**src/rtl/wb_queue.sv**
```systemverilog
// Writeback queue: accepts up to two results per cycle (load first, then ALU),
// drains one per cycle to the register bank write port, exports a pending mask.
module wb_queue #(
  parameter int DATA_WIDTH   = 32,
  parameter int NUM_REG      = 32,
  parameter int DEPTH        = 4,
  parameter int SELECT_WIDTH = $clog2(NUM_REG)
) (
  input  logic                        clk,
  input  logic                        rst_n,
  input  logic                        i_src0_valid,
  input  logic [SELECT_WIDTH-1:0]     i_src0_select,
  input  logic [DATA_WIDTH-1:0]       i_src0_data,
  output logic                        o_src0_ready,
  input  logic                        i_src1_valid,
  input  logic [SELECT_WIDTH-1:0]     i_src1_select,
  input  logic [DATA_WIDTH-1:0]       i_src1_data,
  output logic                        o_src1_ready,
  output logic                        o_write_enable,
  output logic [SELECT_WIDTH-1:0]     o_write_select,
  output logic [DATA_WIDTH-1:0]       o_write_data,
  output logic [NUM_REG-1:0]          o_pending,
  output logic [$clog2(DEPTH+1)-1:0]  o_count
);

  localparam int PTR_W = $clog2(DEPTH);
  localparam int CNT_W = $clog2(DEPTH + 1);

  logic [SELECT_WIDTH-1:0] sel_mem  [DEPTH];
  logic [DATA_WIDTH-1:0]   data_mem [DEPTH];
  logic [DEPTH-1:0]        entry_valid;
  logic [DEPTH-1:0]        valid_next;
  logic [PTR_W-1:0]        head;
  logic [PTR_W-1:0]        tail;
  logic [PTR_W-1:0]        slot0;
  logic [CNT_W-1:0]        count;
  logic                    ready;
  logic                    pop;
  logic                    store0;
  logic                    store1;
  logic [1:0]              n_store;
  logic [NUM_REG-1:0]      pending;

  // Ready looks only at registered occupancy so it never depends on valid or the pop.
  assign ready  = rst_n && (count <= CNT_W'(DEPTH - 2));
  assign pop    = (count != '0);
  assign store1 = i_src1_valid && ready && (i_src1_select != '0);
  assign store0 = i_src0_valid && ready && (i_src0_select != '0);
  assign n_store = {1'b0, store1} + {1'b0, store0};
  // src1 goes first so that src0 wins a same-register collision.
  assign slot0  = store1 ? tail + PTR_W'(1) : tail;

  // NOTE: every variable driven in always_comb gets a default first, or a latch is inferred.
  always_comb begin
    valid_next = entry_valid;
    if (pop)    valid_next[head]  = 1'b0;
    if (store1) valid_next[tail]  = 1'b1;
    if (store0) valid_next[slot0] = 1'b1;
  end

  // NOTE: sequential state uses non-blocking assignments so all registers update together.
  always_ff @(posedge clk) begin
    if (!rst_n) begin
      head        <= '0;
      tail        <= '0;
      count       <= '0;
      entry_valid <= '0;
    end else begin
      head        <= head + PTR_W'(pop);
      tail        <= tail + PTR_W'(n_store);
      count       <= count + CNT_W'(n_store) - CNT_W'(pop);
      entry_valid <= valid_next;
    end
  end

  // NOTE: storage is not reset; entry_valid and count decide what is meaningful.
  always_ff @(posedge clk) begin
    if (store1) begin
      sel_mem[tail]  <= i_src1_select;
      data_mem[tail] <= i_src1_data;
    end
    if (store0) begin
      sel_mem[slot0]  <= i_src0_select;
      data_mem[slot0] <= i_src0_data;
    end
  end

  always_comb begin
    pending = '0;
    for (int i = 0; i < DEPTH; i++) begin
      if (entry_valid[i]) pending[sel_mem[i]] = 1'b1;
    end
    pending[0] = 1'b0;
  end

  assign o_src0_ready   = ready;
  assign o_src1_ready   = ready;
  assign o_write_enable = rst_n && pop;
  assign o_write_select = (rst_n && pop) ? sel_mem[head]  : '0;
  assign o_write_data   = (rst_n && pop) ? data_mem[head] : '0;
  assign o_pending      = rst_n ? pending : '0;
  assign o_count        = rst_n ? count : '0;

endmodule

```
**config.mk**
```make
export PLATFORM = sky130hd
export DESIGN_NAME = wb_queue
export DESIGN_NICKNAME = d
export VERILOG_FILES = /design/src/rtl/wb_queue.sv
export SDC_FILE = /design/constraint.sdc
export NUM_CORES = 1
export LEC_CHECK = 0
export ABC_AREA = 1
export CELL_PAD_IN_SITES_DETAIL_PLACEMENT = 2
export CELL_PAD_IN_SITES_GLOBAL_PLACEMENT = 2
export CORE_ASPECT_RATIO = 1.25
export CORE_MARGIN = 4
export CORE_UTILIZATION = 30
export CTS_CLUSTER_SIZE = 30
export DETAILED_ROUTE_END_ITERATION = 7
export PLACE_DENSITY_LB_ADDON = 0.1
export SLEW_MARGIN = 10
export SYNTH_ARGS = -nofsm -noshare
export SYNTH_HDL_FRONTEND = slang
export SYNTH_SLANG_ARGS = --single-unit
```
**constraint.sdc**
```tcl
create_clock -name clk -period 6.13 [get_ports clk]
set_clock_uncertainty 0.2 [all_clocks]
set_input_delay 1.226 -clock clk [delete_from_list [all_inputs] [get_ports clk]]
set_output_delay 1.226 -clock clk [all_outputs]
set_load 0.005 [all_outputs]
```
==> results.cfg <==
[routing]
drt-wirelength-per-cell_um = 21.6
vias = 8419
drc = 0
viasPerCell = 5.30
routed_wl_um = 34300
drtAntennaViolNets = 0
firstDrtPassIters = 4
drt_iter0_drc = 474

[placed_design]
io_buffers = 151
hpwl_um = 23700
gp_congestion = 0.872

[pwr]
p_leak_nw = 4.30
power-per-cell-area_nw_per_um2 = 335
finalPower_mw = 3.89
irDropWorstVdd_mv = 0.128

[die]
start_util_pct = 30.4
die_w_um = 164
core_area_um2 = 30100
design.die.area_um2 = 33400
ios = 153
die-height_um = 203
rows = 71

[synth]
synth_seq_cells = 159
synth.area.mux_share_pct = 0
yosysSeqAreaShare_pct = 50.9
synthFlopType = edfxtp_1
synth_edf_count = 148
synth_most_common_cell = nand2_1
synth-simple-area-share_pct = 17.6
syn_area_um2 = 9160
synth_fa_ha_area_share_pct = 1.58
synth_xor_area_share_pct = 0.287
synthCells = 1045
yosys-top-cells-area = edfxtp_1 49%, nand2_1 8.2%, nand3_1 5.3%, o21ai_0 4.6%, inv_1 4.3%
synth.distinct_cells = 35
synthesis.nets = 1134
synth_top_cell_by_area = edfxtp_1
synthArstFlopShare_pct = 0
synth_compound_area_share_pct = 20.6
synth_common_cells = 199 x nand2_1, 148 x edfxtp_1, 105 x inv_1, 97 x nand3_1, 84 x o21ai_0
syn_avg_cell_area_um2 = 8.76
yosys_warnings = 0
yosysTopAreaCellShare_pct = 48.5
synth_top_family_by_area = compound AO/OA/AOI/OAI gates

[critical_path]
cp_slowest_cell = clkdlybuf4s50_1
cp.arrival_ps = 3470
cpPeakStageDelay_ps = 530
cp-start-kind = input port
startpoint = rst_n
critical_path_buf_inv_count = 4
critPathCaptureType = primary output
required_ps = 4700
path_delay_family = buffers and inverters
path_class = input port to primary output
path_cells = clkdlybuf4s50_1, buf_4, nand2_2, buf_4, a31oi_1, clkdlybuf4s50_1
r2r-start = count[2]
path_max_fanout = 28

[cts]
path_clk_slew_ps = 70
clk_latency_ps = 430
clock_path_buffers = 2
cts_root_buf = clkbuf_16
cts_buffers = 17
post_cts_buffers = 0
cts_tree = yes
htree_num_levels = 4
cts.sinks = 159
holdBufCountCts = 0
post_cts_resize_count = 0

[sta]
slew_viol_final = 0
hold_viol_final = 0
setup_tns_ps = 0
rsz0062_at_grt = no
finalCriticalPeriod_ps = 4890
fin_crit_sh_pct = 79.8
max_freq_mhz = 204
finalSetupViolations = 0
tightest_slew_ps = 1100
relSlewSlack_pct = 25.9

[global_routing]
grt_max_degree = 75
track_usage_pct = 20.5
grt_pass1_vias = 9027
grt-ovfl-total = 0
grt_first_pass_wirelength_um = 52400
antenna_found_initial = 4

[run_status]
status = complete, no violations

[cells_and_area]
final_nets = 1260
final_layout_size_suffix_gt1_share_pct = 7.77
area_growth_pct = 26.5

[run]
cap_violations = 0

[hold_path]
worstHoldPathType = flop to flop
min_from = count[0]
## area by class of cell
class | instances | area (um2)
antenna | 2 | 5.00
fill | 3348 | 18500
clock inverter | 13 | 121
tap | 401 | 502
inverter | 109 | 409
timing repair buffer | 174 | 1680
clock buffer | 19 | 433
multi-input combinational | 710 | 3770
sequential | 159 | 4670
## path summary, 6_finish.rpt
| kind | endpoint | slack (ps) | cells after the start |
|---|---|---|---|
| worst max-delay path | o_write_data[28] | 1240 | 6 |
| worst min-delay path | count[0] | 450 | 3 |
| worst max register to register | count[2] | 3020 | 15 |
| worst min register to register | count[0] | 450 | 3 |
## through the flow
stage	std cells	worst slack [ps]	hold WS, ps	utilization, %	cell area, um2
CTS	1585	1190	460	38.5	11600
finish	1587	1240	448	38.5	11600
floorplan	1045	1130	334	-	9160
detailed placement	1553	1200	439	36.6	11000
global placement	1553	1280	423	36.6	11000
global route	1587	1100	496	38.5	11600
## cell usage in the layout (no fill, tap or decap), types with 3 or more instances in the layout
master           instances
o21ai_1                 56
nand3_4                  4
o21ai_0                 82
a22oi_1                 38
clkdlybuf4s50_1        151
clkinvlp_4               3
o22a_1                   5
o21ai_2                 19
nand2_2                  6
clkinv_1                 7
nor3_1                  23
ha_1                    10
buf_4                   23
dfxtp_1                  9
o22ai_1                 13
a21oi_1                 55
nand2_1                198
o21bai_1                 4
clkinv_2                 3
o21ai_4                  4
edfxtp_1               148
nand3_1                 95
clkbuf_16               17
inv_1                  104
nor2_1                  40
a31oi_1                 42
a221oi_1                 4
## worst min-delay path, stage by stage (launching register included)
cell and delay (ps):
dfxtp_1 380, ha_1 150, nand2_1 50, inv_1 40
## cells by family after synthesis
logic type / count (synthesis)
xor gates and xnor gates: 3
and+or+nand+nor: 373
other: 1
adders and majority gates: 11
AOI/OAI and AO/OA: 322
buffers and inverters: 176
DFF: 159
## registers in the layout (all words and copies together), names as in the netlist
signal and count:
count 3, data_mem 128, entry_valid 4, head 2
sel_mem 20, tail 2
## power by group
part | internal (mW) | switching [mW]
combinational | 0.504 | 0.912
sequential | 1.37 | 0.0715
clock | 0.593 | 0.436
total | 2.47 | 1.42
## metal layers
layer / share of wire, % / GRT usage [%] / vias up
li1: - / - / 3947
met1: 41 / 24.3 / 4278
met2: 54 / 38.3 / 152
met3: 3.2 / 2.81 / 38
met4: 1.8 / 5.66 / 4
met5: 0.079 / 0 / -
Note: power is estimated with default switching activity, not from simulation.
